[src/rtl/car_frame_buffer.sv]
`default_nettype none
// ============================================================================
// Module   : car_frame_buffer
// Purpose  : Double-buffered store for one car snapshot. Serial node streams
//            (left wheel, right wheel, body, centre of mass) fill the back
//            bank. A frame with the right node counts is held until the
//            renderer's frame_sync, when the banks swap, so readers always
//            see a complete, tear-free car.
// Ports    : clk_in, rst_in (async, active-low)
//            left/right wheel and body streams (x, y, valid), com (x, y, valid)
//            all_done   - end of a manage_car update
//            frame_sync - renderer safe-swap point
//            car_wheel_1/2_x/y, car_body_x/y, camera_x/y - front bank
//            snapshot_valid, ready_for_update, frame_err_count, drop_count
// Revision : 1.0 - initial release
// ============================================================================
module car_frame_buffer #(
  parameter int POSITION_SIZE   = 17,
  parameter int NUM_WHEEL_NODES = 4,
  parameter int NUM_BODY_NODES  = 3,
  parameter int ERR_CNT_SIZE    = 8
) (
  input  logic                            clk_in,
  input  logic                            rst_in,
  input  logic signed [POSITION_SIZE-1:0] left_wheel_x,
  input  logic signed [POSITION_SIZE-1:0] left_wheel_y,
  input  logic                            left_wheel_valid,
  input  logic signed [POSITION_SIZE-1:0] right_wheel_x,
  input  logic signed [POSITION_SIZE-1:0] right_wheel_y,
  input  logic                            right_wheel_valid,
  input  logic signed [POSITION_SIZE-1:0] body_x,
  input  logic signed [POSITION_SIZE-1:0] body_y,
  input  logic                            body_valid,
  input  logic signed [POSITION_SIZE-1:0] com_x_in,
  input  logic signed [POSITION_SIZE-1:0] com_y_in,
  input  logic                            com_valid,
  input  logic                            all_done,
  input  logic                            frame_sync,
  output logic signed [POSITION_SIZE-1:0] car_wheel_1_x [NUM_WHEEL_NODES],
  output logic signed [POSITION_SIZE-1:0] car_wheel_1_y [NUM_WHEEL_NODES],
  output logic signed [POSITION_SIZE-1:0] car_wheel_2_x [NUM_WHEEL_NODES],
  output logic signed [POSITION_SIZE-1:0] car_wheel_2_y [NUM_WHEEL_NODES],
  output logic signed [POSITION_SIZE-1:0] car_body_x    [NUM_BODY_NODES],
  output logic signed [POSITION_SIZE-1:0] car_body_y    [NUM_BODY_NODES],
  output logic signed [POSITION_SIZE-1:0] camera_x,
  output logic signed [POSITION_SIZE-1:0] camera_y,
  output logic                            snapshot_valid,
  output logic                            ready_for_update,
  output logic        [ERR_CNT_SIZE-1:0]  frame_err_count,
  output logic        [ERR_CNT_SIZE-1:0]  drop_count
);

  localparam int WCNT_W = $clog2(NUM_WHEEL_NODES) + 1;
  localparam int BCNT_W = $clog2(NUM_BODY_NODES) + 1;
  localparam int WIDX_W = $clog2(NUM_WHEEL_NODES);
  localparam int BIDX_W = $clog2(NUM_BODY_NODES);
  localparam logic [WCNT_W-1:0] WHEEL_FULL = WCNT_W'(NUM_WHEEL_NODES);
  localparam logic [BCNT_W-1:0] BODY_FULL  = BCNT_W'(NUM_BODY_NODES);

  typedef enum logic [0:0] {
    FILL    = 1'b0,
    PENDING = 1'b1
  } state_t;

  state_t state, state_next;

  // bank_ptr selects the front bank; the other bank is being filled.
  logic bank_ptr;
  logic back_sel;

  logic signed [POSITION_SIZE-1:0] lw_x [2][NUM_WHEEL_NODES];
  logic signed [POSITION_SIZE-1:0] lw_y [2][NUM_WHEEL_NODES];
  logic signed [POSITION_SIZE-1:0] rw_x [2][NUM_WHEEL_NODES];
  logic signed [POSITION_SIZE-1:0] rw_y [2][NUM_WHEEL_NODES];
  logic signed [POSITION_SIZE-1:0] bd_x [2][NUM_BODY_NODES];
  logic signed [POSITION_SIZE-1:0] bd_y [2][NUM_BODY_NODES];
  logic signed [POSITION_SIZE-1:0] cm_x [2];
  logic signed [POSITION_SIZE-1:0] cm_y [2];

  logic [WCNT_W-1:0] left_cnt, right_cnt;
  logic [BCNT_W-1:0] body_cnt;
  logic              left_ovf, right_ovf, body_ovf, com_seen;

  logic in_fill;
  logic left_wr, right_wr, body_wr, com_wr;
  logic left_hit_ovf, right_hit_ovf, body_hit_ovf;
  logic frame_end, frame_good, swap, any_valid;

  assign back_sel = ~bank_ptr;
  assign in_fill  = (state == FILL);

  assign left_wr       = in_fill && left_wheel_valid  && (left_cnt  != WHEEL_FULL);
  assign right_wr      = in_fill && right_wheel_valid && (right_cnt != WHEEL_FULL);
  assign body_wr       = in_fill && body_valid        && (body_cnt  != BODY_FULL);
  assign com_wr        = in_fill && com_valid;
  assign left_hit_ovf  = in_fill && left_wheel_valid  && (left_cnt  == WHEEL_FULL);
  assign right_hit_ovf = in_fill && right_wheel_valid && (right_cnt == WHEEL_FULL);
  assign body_hit_ovf  = in_fill && body_valid        && (body_cnt  == BODY_FULL);

  // The check folds in this cycle's pulses so nodes arriving together with
  // all_done still count toward the frame.
  assign frame_end  = in_fill && all_done;
  assign frame_good = ((left_cnt  + WCNT_W'(left_wr))  == WHEEL_FULL) &&
                      ((right_cnt + WCNT_W'(right_wr)) == WHEEL_FULL) &&
                      ((body_cnt  + BCNT_W'(body_wr))  == BODY_FULL)  &&
                      (com_seen || com_valid) &&
                      !(left_ovf  || left_hit_ovf  ||
                        right_ovf || right_hit_ovf ||
                        body_ovf  || body_hit_ovf);

  assign swap      = (state == PENDING) && frame_sync;
  assign any_valid = left_wheel_valid || right_wheel_valid || body_valid || com_valid;

  always_ff @(posedge clk_in or negedge rst_in) begin
    if (!rst_in) state <= FILL;
    else         state <= state_next;
  end

  always_comb begin
    state_next = state;
    case (state)
      FILL:    if (frame_end && frame_good) state_next = PENDING;
      PENDING: if (frame_sync)              state_next = FILL;
      default: state_next = FILL;
    endcase
  end

  // Stream counters, overflow flags, status counters and bank pointer.
  always_ff @(posedge clk_in or negedge rst_in) begin
    if (!rst_in) begin
      left_cnt        <= '0;
      right_cnt       <= '0;
      body_cnt        <= '0;
      left_ovf        <= 1'b0;
      right_ovf       <= 1'b0;
      body_ovf        <= 1'b0;
      com_seen        <= 1'b0;
      frame_err_count <= '0;
      drop_count      <= '0;
      bank_ptr        <= 1'b0;
      snapshot_valid  <= 1'b0;
    end else begin
      if (frame_end) begin
        left_cnt  <= '0;
        right_cnt <= '0;
        body_cnt  <= '0;
        left_ovf  <= 1'b0;
        right_ovf <= 1'b0;
        body_ovf  <= 1'b0;
        com_seen  <= 1'b0;
        if (!frame_good && (frame_err_count != '1))
          frame_err_count <= frame_err_count + 1'b1;
      end else begin
        if (left_wr)       left_cnt  <= left_cnt  + 1'b1;
        if (right_wr)      right_cnt <= right_cnt + 1'b1;
        if (body_wr)       body_cnt  <= body_cnt  + 1'b1;
        if (left_hit_ovf)  left_ovf  <= 1'b1;
        if (right_hit_ovf) right_ovf <= 1'b1;
        if (body_hit_ovf)  body_ovf  <= 1'b1;
        if (com_wr)        com_seen  <= 1'b1;
      end
      if ((state == PENDING) && any_valid && (drop_count != '1))
        drop_count <= drop_count + 1'b1;
      if (swap) begin
        bank_ptr       <= ~bank_ptr;
        snapshot_valid <= 1'b1;
      end
    end
  end

  // Bank storage; only the back bank is ever written.
  always_ff @(posedge clk_in or negedge rst_in) begin
    if (!rst_in) begin
      for (int b = 0; b < 2; b++) begin
        for (int i = 0; i < NUM_WHEEL_NODES; i++) begin
          lw_x[b][i] <= '0;
          lw_y[b][i] <= '0;
          rw_x[b][i] <= '0;
          rw_y[b][i] <= '0;
        end
        for (int i = 0; i < NUM_BODY_NODES; i++) begin
          bd_x[b][i] <= '0;
          bd_y[b][i] <= '0;
        end
        cm_x[b] <= '0;
        cm_y[b] <= '0;
      end
    end else begin
      if (left_wr) begin
        lw_x[back_sel][left_cnt[WIDX_W-1:0]] <= left_wheel_x;
        lw_y[back_sel][left_cnt[WIDX_W-1:0]] <= left_wheel_y;
      end
      if (right_wr) begin
        rw_x[back_sel][right_cnt[WIDX_W-1:0]] <= right_wheel_x;
        rw_y[back_sel][right_cnt[WIDX_W-1:0]] <= right_wheel_y;
      end
      if (body_wr) begin
        bd_x[back_sel][body_cnt[BIDX_W-1:0]] <= body_x;
        bd_y[back_sel][body_cnt[BIDX_W-1:0]] <= body_y;
      end
      if (com_wr) begin
        cm_x[back_sel] <= com_x_in;
        cm_y[back_sel] <= com_y_in;
      end
    end
  end

  // Front bank read-out, selected only by the registered pointer.
  generate
    for (genvar gi = 0; gi < NUM_WHEEL_NODES; gi++) begin : g_wheel_out
      assign car_wheel_1_x[gi] = lw_x[bank_ptr][gi];
      assign car_wheel_1_y[gi] = lw_y[bank_ptr][gi];
      assign car_wheel_2_x[gi] = rw_x[bank_ptr][gi];
      assign car_wheel_2_y[gi] = rw_y[bank_ptr][gi];
    end
    for (genvar gi = 0; gi < NUM_BODY_NODES; gi++) begin : g_body_out
      assign car_body_x[gi] = bd_x[bank_ptr][gi];
      assign car_body_y[gi] = bd_y[bank_ptr][gi];
    end
  endgenerate

  assign camera_x         = cm_x[bank_ptr];
  assign camera_y         = cm_y[bank_ptr];
  assign ready_for_update = in_fill;

endmodule
`default_nettype wire

[config.mk]
export PLATFORM = sky130hd
export DESIGN_NAME = car_frame_buffer
export DESIGN_NICKNAME = d
export VERILOG_FILES = /design/src/rtl/car_frame_buffer.sv
export SDC_FILE = /design/constraint.sdc
export NUM_CORES = 1
export LEC_CHECK = 0
export BUFFER_PORTS_ARGS = -buffer_cell sky130_fd_sc_hd__buf_4
export CAP_MARGIN = 25
export CORE_ASPECT_RATIO = 1.75
export CORE_UTILIZATION = 30
export DETAILED_ROUTE_END_ITERATION = 16
export GPL_ROUTABILITY_DRIVEN = 0
export PLACE_DENSITY_LB_ADDON = 0.12
export SLEW_MARGIN = 0
export SYNTH_ARGS = -nofsm -noshare
export SYNTH_HDL_FRONTEND = slang
export SYNTH_SLANG_ARGS = --single-unit
[constraint.sdc]
create_clock -name clk_in -period 3.3 [get_ports clk_in]
set_input_delay 0.33 -clock clk_in [delete_from_list [all_inputs] [get_ports clk_in]]
set_output_delay 0.33 -clock clk_in [all_outputs]
set_load 0.02 [all_outputs]
# Yosys cells after proc, flatten, opt, wreduce, memory -nomap -nowiden
# Index checks and enable logic that the tools add are counted.
dict set report classes {
  bitwise_logic 7
  n_reduce_logical 43
  n_eq_ne 11
  muxes 63
  n_addsub 8
  magnitude_cmp 9
}
# op count
set op_table {}
lappend op_table {{$mux 68} 14}
lappend op_table {{$bwmux 136} 4}
lappend op_table {{$mux 51} 7}
lappend op_table {{$bwmux 102} 2}
lappend op_table {{$mux 17} 10}
lappend op_table {{$demux 68 s1} 2}
lappend op_table {{$demux 17 s2} 3}
lappend op_table {{$bwmux 34} 2}
lappend op_table {{$demux 51 s1} 1}
lappend op_table {{$logic_and 1x1->1} 24}
lappend op_table {{$mux 3} 6}
lappend op_table {{$demux 17 s1} 1}
lappend op_table {{$add 8x1->8 const B} 2}
lappend op_table {{$ne 8x8->1 const B} 2}
lappend op_table {{$reduce_bool 2->1} 7}
lappend op_table {{$eq 3x3->1 const B} 4}
lappend op_table {{$mux 1} 10}
lappend op_table {{$add 3x1->3} 3}
lappend op_table {{$add 3x1->3 const B} 3}
lappend op_table {{$ge 3x3->1 const B} 3}
lappend op_table {{$logic_or 1x1->1} 9}
lappend op_table {{$lt 3x1->1 const B} 3}
lappend op_table {{$not 2->3} 3}
lappend op_table {{$eq 3x2->1 const B} 2}
lappend op_table {{9 further kinds} 14}
dict set report word_totals {
  input_bits 144
  reg_bits 848
}

# Longest topological paths before layout
# Gate-level depths: netlist of run 1.
dict set report depth {
  depth_word 13
  ltp_mapped 12
  depth_no_buf 12
}

# Worst setup path after synthesis of run 1
# No wires, ideal clock.
dict set report synth_timing {
  path_type {register to register}
  start {register right_cnt[0]}
  end {register frame_err_count[1]}
  n_path_buf 0
  setup_slack_ns 0.489
  stages_incl_launch_ff 12
  setup_time_ns 0.128
  arrival_time_ns 2.684
  cell_sequence {dfrtp_1 inv_1 ha_1 a21bo_2 nor2_1 ha_1 ha_1 nand4bb_1 nor4_1 nand4_2 and3_1 mux2_1}
}
dict set report synth_via {
  elab_chain_len 11
  elab_cells_between_ends 17
  classes_between {add/sub (1); eq/ne (3); reduce/logical (13)}
}
# item line
set synth_lines {}
lappend synth_lines {{start, declared} 80} ;# logic [WCNT_W-1:0] left_cnt, right_cnt;
lappend synth_lines {{start signal, assigned} 155} ;# if (right_wr) right_cnt <= right_cnt + 1'b1;
lappend synth_lines {{$ne 3x3->1} 93} ;# assign right_wr = in_fill && right_wheel_valid && (right_cnt != WHEEL_FULL);
lappend synth_lines {{$logic_and 1x1->1} 93}
lappend synth_lines {{$add 3x1->3} 104} ;# ((right_cnt + WCNT_W'(right_wr)) == WHEEL_FULL) &&
lappend synth_lines {{$eq 3x3->1} 104}
lappend synth_lines {{$logic_and 1x1->1} 103} ;# assign frame_good = ((left_cnt + WCNT_W'(left_wr)) == WHEEL_FULL) &&
lappend synth_lines {{$logic_and 1x1->1} 104}
lappend synth_lines {{$logic_and 1x1->1} 105} ;# ((body_cnt + BCNT_W'(body_wr)) == BODY_FULL) &&
lappend synth_lines {{$logic_and 1x1->1 (*)} 106} ;# (com_seen || com_valid) &&
lappend synth_lines {{$logic_not 1->1 (*)} 151} ;# if (!frame_good && (frame_err_count != '1))
lappend synth_lines {{$logic_and 1x1->1 (*)} 151}
lappend synth_lines {{$reduce_and 2->1 (no line) (*)} n/a}
lappend synth_lines {{end signal, assigned} 152} ;# frame_err_count <= frame_err_count + 1'b1;
lappend synth_lines {{end, declared} 49} ;# output logic [ERR_CNT_SIZE-1:0] frame_err_count,
# Every way passes the cells marked *; elsewhere a longest branch is shown, timed or not.
# A chain may end at the register's enable or synchronous reset.

# Final worst setup path of run 1
dict set report layout_timing {
  start {register left_cnt[0]}
  end {register frame_err_count[1]}
}
dict set report layout_via {
  elab_chain_len 12
  elab_cells_between_ends 19
  classes_between {add/sub (1); eq/ne (3); reduce/logical (15)}
}
# item line
set layout_lines {}
lappend layout_lines {{start, declared} 80}
lappend layout_lines {{start signal, assigned} 154} ;# if (left_wr) left_cnt <= left_cnt + 1'b1;
lappend layout_lines {{branches (longest 8 deep; another with $add 3x1->3)} n/a}
lappend layout_lines {{$logic_and 1x1->1 (*)} 106}
lappend layout_lines {{$logic_not 1->1 (*)} 151}
lappend layout_lines {{$logic_and 1x1->1 (*)} 151}
lappend layout_lines {{$reduce_and 2->1 (no line) (*)} n/a}
# Mark *: on every way between the ends.

==> metrics.yaml, run 1 <==
status:
  status: "completed"
critical_path:
  critPathMaxStageDelay_ps: 450
  critPathSlowestCell: "dfrtp_1"
  arrival_ps: 3650
  critical_path_class: "register to register"
  cp_common_cell: "ha_1"
  crit_chain: "inv_1 -> ha_1 -> a21bo_2 -> nor2_2 -> ha_1 -> ha_1 -> nand4bb_1 -> nor4_1 -> nand4_2 -> and3_1 -> mux2_1"
  worst-path-max-fanout: 6
  endpoint_kind: "register"
  startpoint_type: "register"
  worst-endpoint-required_ps: 3860
global_routing:
  first_global_vias: 25110
  grt.total_usage: 0.172
  grt_max_degree: 161
  grt_overflow: 0
  grt_first_pass_wirelength_um: 161000
  antenna_found_initial: 5
pwr:
  combPwrFrac: 0.368
  pwr-share-seq: 0.388
  p_int_mw: 27.6
  power.switching_mw: 13.4
  p_per_area_nw_per_um2: 862
  peakVddDrop_v: 0.000468
  netSwitchingFraction: 0.327
  p_leak_nw: 21.8
  clkPwrFrac: 0.243
  p_total_mw: 41.0
logic_synthesis:
  yosysMostFrequentCell: "mux2_2"
  yosysSeqAreaShare: 0.580
  synth_area_um2: 36600
  syn_nets: 2518
  avgSynthCellArea_um2: 15.6
  synth_top_flop_cell: "dfrtp_1"
  ys_types: 39
  synth_warnings: 0
  yosysTopAreaCell: "dfrtp_1"
  syn-instance-count: 2353
  ys_ff_latch: 848
  synth-edff-count: 0
  synth_area_leaders: "dfrtp_1 (58%), mux2_2 (38%), clkbuf_1 (0.74%)"
  synth_common_cells: "mux2_2 (1227), dfrtp_1 (848), clkbuf_1 (72), buf_2 (48), nand2_1 (33)"
  async_reset_ff_frac: 1.00
  yosysTopAreaCellShare: 0.580
timing:
  fmax_mhz: 324
  whs_ps: 135
  slew_headroom: 0.278
  rsz0062_at_grt: "false"
  skew_ps: 21.0
  finalCriticalPeriod_ps: 3090
  finalSetupViolCount: 0
  tightest_slew_ps: 1080
  min_period_over_period: 0.936
  finalHoldViolations: 0
  finalMaxSlewViolations: 0
  setup_tns_ps: 0
job:
  cap_violations: 0
layout:
  seqCellArea_um2: 21200
  final_util: 0.392
  syn_to_final_growth_pct: 29.9
  nFillCells: 11487
  multi_input_area_um2: 14900
  drive_gt1_frac: 0.643
  final_cell_area_um2: 47500
  nets: 3261
detailed_routing:
  wirelength_um: 106000
  first_pass_iters: 4
  num_vias: 22301
  drtIter0Drc: 812
  wl_per_cell_um: 22.2
  route.antenna.remaining_nets: 0
  drt-vias-per-instance: 4.66
  remaining_drc_errors: 0
clock_tree:
  htreeDepth: 3
  cts_tree: "built"
  clk_path_buf_depth: 3
  cts_made_buffers: 87
  clkSlewWorstSetupHoldPaths_ps: 70
  cts_root_buf: "clkbuf_16"
  clk_latency_ps: 680
  cts_sinks: 848
placement:
  port_buffers: 569
  dp_hpwl_um: 70500
  placed_cell_area_um2: 43300
floorplanning:
  die_h_um: 464
  core_area_um2: 121000
  die_area_um2: 123000
  io_pins: 570
  fp.dieW_um: 266
  start_util: 0.302
  placementRows: 169
worst_hold_path:
  hold_class: "input port to register"
[critical path: cells and delay by family (launching register included)]
family / cells / cell delay [ps]
mux: 1 / 310
buf+inv: 1 / 90
fa+ha+maj: 3 / 700
flops: 1 / 450
compound gates: 1 / 250
simple gates: 5 / 1180
[final cells by class]
cell class                 instances  share of cell area
sequential                       848               0.446
multi-input combinational       1375               0.314
tap                             1624              0.0427
clock inverter                    31             0.00742
antenna                            3            0.000158
clock buffer                     119              0.0521
inverter                           9            0.000710
timing repair buffer             775               0.136
[registers in the layout, indices dropped and copies added (netlist names)]
register,flops
rw_x,136
lw_y,136
state,1
bd_x,102
cm_x,34
com_seen,1
bd_y,102
drop_count,8
cm_y,34
snapshot_valid,1
left_ovf,1
rw_y,136
right_ovf,1
body_ovf,1
bank_ptr,1
left_cnt,3
body_cnt,3
lw_x,136
right_cnt,3
frame_err_count,8
[metal layers]
layer  part of all wire  up-vias  global-route usage
li1                   -     9953                   -
met1               0.40    11619               0.201
met2               0.49      589               0.291
met3              0.087      138              0.0645
met4              0.022        2              0.0521
met5            0.00012        -                   0
[final timing paths]
kind                                       startpoint                             end  slack (ps)  depth (start not counted)
hold reg to reg            snapshot_valid$_DFFE_PN0P_      snapshot_valid$_DFFE_PN0P_         480                          1
setup reg to reg              left_cnt[0]$_DFFE_PN0P_  frame_err_count[1]$_DFFE_PN0P_         210                         11
max in group asynchronous                      rst_in           lw_x[100]$_DFFE_PN0P_        1800                          3
min in group asynchronous                      rst_in            lw_x[89]$_DFFE_PN0P_         300                          2
setup / recovery              left_cnt[0]$_DFFE_PN0P_  frame_err_count[1]$_DFFE_PN0P_         210                         11
hold / removal                       left_wheel_valid            left_ovf$_DFFE_PN0P_         140                          3
[cell usage in the layout (no fill, tap or decap), types with 6 or more instances in the layout]
cell type and n:
ha_1 21, clkbuf_16 88, inv_1 8, dfrtp_1 847, buf_12 25, mux2_2 1227
buf_4 610, xor2_1 7, nor2_1 17, nand2_1 16, nand2_2 17, clkbuf_1 15
dlygate4sd3_1 139, clkinv_2 13, xnor2_1 13, bufinv_16 6, clkbuf_8 16
[metrics by stage]
step,setup WS [ps],instances
6_report,211,4784
5_1_grt,3.53,4782
4_1_cts,35.7,4778
3_5_place_dp,48.5,4489
3_3_place_gp,167,4489
2_1_floorplan,489,2353
[power by group through the flow]
stage,Sequential [mW],Combinational (mW),Clock (mW)
after floorplan,15.5,9.30,0
after global placement,15.8,15.0,0
after detailed placement,16.1,15.2,0
after CTS,15.9,15.4,10.4
after global routing,16.4,16.2,10.8
final,15.9,15.1,9.98
[repair_timing]
item / in CTS / in global routing
buffers inserted: 0 / 3
hold buffers: 139 / 0
resized for setup: 0 / 2
endpoints found under the hold margin: 886 / 0
setup endpoints to repair: 0 / 3
[cell families (layout without fill, tap and decap cells)]
logic type,Yosys count,count (layout),share of synthesized area
AOI/OAI and AO/OA,15,15,0.00287
DFF,848,848,0.580
xor gates and xnor gates,20,20,0.00479
and+or+nand+nor,91,91,0.0127
muxes,1228,1228,0.378
other,0,3,0
adders and majority gates,21,21,0.00718
buffers and inverters,130,934,0.0150
Note: power is estimated with default switching activity, not from simulation.
==> inputs of run 2 (changes only) <==
--- a/config.mk
+++ b/config.mk
@@ -7,6 +7,8 @@
 export LEC_CHECK = 0
 export BUFFER_PORTS_ARGS = -buffer_cell sky130_fd_sc_hd__buf_4
 export CAP_MARGIN = 25
+export CELL_PAD_IN_SITES_DETAIL_PLACEMENT = 1
+export CELL_PAD_IN_SITES_GLOBAL_PLACEMENT = 1
 export CORE_ASPECT_RATIO = 1.75
 export CORE_UTILIZATION = 30
 export DETAILED_ROUTE_END_ITERATION = 16
==> run 2 against run 1 <==
Compared with the run above: largest power group unchanged; global-route usage is 0.99 points higher; clock power hardly changed; combinational power hardly changed; register-to-register slack hardly changed; largest cell class unchanged; worst hold slack worse by 15 ps; flip-flop and latch count stayed put.
==> metrics.yaml, run 2 (synthesis results as in run 1) <==
floorplanning:
  start_util: 0.302  # unchanged
  io_pins: 570  # unchanged
  fp.dieW_um: 266  # unchanged
  die_h_um: 464  # unchanged
  core_area_um2: 121000  # unchanged
  placementRows: 169  # unchanged
  die_area_um2: 123000  # unchanged
global_routing:
  grt.total_usage: 0.182  # +0.00986
  use_met1: 0.211  # +0.00981
  top_usage_layer: "met2"
  grt_max_degree: 129  # -20%
  grt_use_met2: 0.318  # +0.0273
  grt_first_pass_wirelength_um: 169000  # +5.4%
  met3_usage: 0.0618  # -0.00271
  grt_overflow: 0  # unchanged
  first_global_vias: 26220  # +4.4%
  antenna_found_initial: 9  # +4
clock_tree:
  cts_root_buf: "clkbuf_16"
  cts_made_buffers: 89  # +2.3%
  clk_path_buf_depth: 3  # unchanged
  cts_sinks: 848  # unchanged
  htreeDepth: 3  # unchanged
  clk_latency_ps: 680  # about the same
  cts_tree: "built"
  clkSlewWorstSetupHoldPaths_ps: 60  # about the same
pwr:
  netSwitchingFraction: 0.329  # +0.00166
  p_leak_nw: 21.8  # -0.13%
  pwr-share-seq: 0.387  # about the same
  peakVddDrop_v: 0.000472  # +0.88%
  p_total_mw: 41.3  # +0.73%
  clkPwrFrac: 0.245  # +0.002
  p_per_area_nw_per_um2: 869  # +0.80%
  power.switching_mw: 13.6  # +1.2%
  p_int_mw: 27.7  # +0.48%
  combPwrFrac: 0.368  # about the same
timing:
  tightest_slew_ps: 817  # -266 ps
  rsz0062_at_grt: "false"
  finalSetupViolCount: 0  # unchanged
  finalMaxSlewViolations: 0  # unchanged
  min_period_over_period: 0.938  # +0.00198
  fmax_mhz: 323  # -0.21%
  finalHoldViolations: 0  # unchanged
  finalCriticalPeriod_ps: 3100  # +6.54 ps
  setup_tns_ps: 0  # unchanged
  slew_headroom: 0.455  # +0.177
  skew_ps: 15.0  # -5.92 ps
critical_path:
  critPathSlowestCell: "dfrtp_1"
  reg2reg_setup_slack_ps: 200  # about the same
  worst-path-max-fanout: 6  # unchanged
  critical_path_class: "register to register"
  arrival_ps: 3640  # about the same
  critPathMaxStageDelay_ps: 440  # about the same
  cp_common_cell: "ha_1"
  worst-endpoint-required_ps: 3840  # -20 ps
  crit_chain: "inv_1 -> ha_1 -> a21bo_2 -> nor2_2 -> ha_1 -> ha_1 -> nand4bb_1 -> nor4_1 -> nand4_2 -> and3_1 -> mux2_1"
  endpoint_kind: "register"
  startpoint_type: "register"
placement:
  port_buffers: 569  # unchanged
  dp_hpwl_um: 73700  # +4.5%
detailed_routing:
  drt-vias-per-instance: 4.70  # +0.72%
  wl_per_cell_um: 23.3  # +5.1%
  num_vias: 22475  # +0.78%
  route.antenna.remaining_nets: 0  # unchanged
  wirelength_um: 112000  # +5.1%
  remaining_drc_errors: 0  # unchanged
  drtIter0Drc: 643  # -21%
  first_pass_iters: 4  # unchanged
layout:
  nFillCells: 12381  # +7.8%
  drive_gt1_frac: 0.640  # -0.00317
  final_cell_mix: "mux2_2 (1227), dfrtp_1 (847), buf_4 (604)"
  layout_commonest_cell: "mux2_2"
  syn_to_final_growth_pct: 29.8  # about the same
  nets: 3252  # -0.28%
worst_hold_path:
  hold_class: "input port to register"
job:
  cap_violations: 0  # unchanged
status:
  status: "completed"
run 2: area by class of cell:
type / count / area (um^2) / area share
Clock inverter: 23 / 243 / 0.00511
Clock buffer: 138 / 2700 / 0.0567
Antenna cell: 6 / 15.0 / 0.000316
Sequential cell: 848 / 21200 / 0.447
Multi-Input combinational cell: 1375 / 14900 / 0.314
Timing Repair Buffer: 764 / 6340 / 0.133
Tap cell: 1624 / 2030 / 0.0428
Inverter: 9 / 33.8 / 0.000711
run 2: final timing paths:
path,cells past startpoint,to,from
worst max-delay path,11,frame_err_count[1]$_DFFE_PN0P_,left_cnt[0]$_DFFE_PN0P_
worst min-delay path,4,body_ovf$_DFFE_PN0P_,body_valid
worst max register to register,11,frame_err_count[1]$_DFFE_PN0P_,left_cnt[0]$_DFFE_PN0P_
worst min register to register,1,snapshot_valid$_DFFE_PN0P_,snapshot_valid$_DFFE_PN0P_
max in group asynchronous,4,rw_y[72]$_DFFE_PN0P_,rst_in
min in group asynchronous,2,lw_x[83]$_DFFE_PN0P_,rst_in
run 2: metal layers:
| layer | up-vias | wire length, um |
|---|---|---|
| met4 | 6 | 2110 |
| met1 | 11875 | 44700 |
| met3 | 107 | 8590 |
| met5 | - | 28 |
| met2 | 572 | 56200 |
| li1 | 9915 | - |
run 2: through the flow:
| stage | instances | setup WS (ps) | area, um^2 | utilization | hold WS [ps] |
|---|---|---|---|---|---|
| floorplan | 2353 | 489 | 36600 | - | 34.4 |
| global placement | 4478 | 185 | 43100 | 0.356 | 259 |
| detailed placement | 4478 | 28.3 | 43100 | 0.356 | 262 |
| CTS | 4778 | 19.4 | 47500 | 0.392 | 72.1 |
| global route | 4787 | 21.0 | 47500 | 0.392 | 120 |
| finish | 4787 | 204 | 47500 | 0.392 | 120 |
run 2: power by group through the flow:
| stage | clock network [mW] | registers [mW] | logic, mW |
|---|---|---|---|
| 6_report | 10.1 | 16.0 | 15.2 |
| 5_1_grt | 10.9 | 16.5 | 16.2 |
| 4_1_cts | 10.6 | 16.0 | 15.5 |
| 3_5_place_dp | 0 | 16.2 | 15.3 |
| 3_3_place_gp | 0 | 15.8 | 15.0 |
| 2_1_floorplan | 0 | 15.5 | 9.30 |
run 2: what timing repair did:
action | in CTS | in global routing
endpoints found under the hold margin | 994 | 0
hold buffers | 139 | 0
buffers inserted | 0 | 2
gates resized for setup | 0 | 1
endpoints found under the setup margin | 0 | 2
run 2: critical path, delay by kind of cell (launching register included):
kind,cells,cell delay (ps)
buf+inv,1,100
flops,1,440
compound gates,1,250
simple gates,5,1150
fa+ha+maj,3,700
mux,1,310
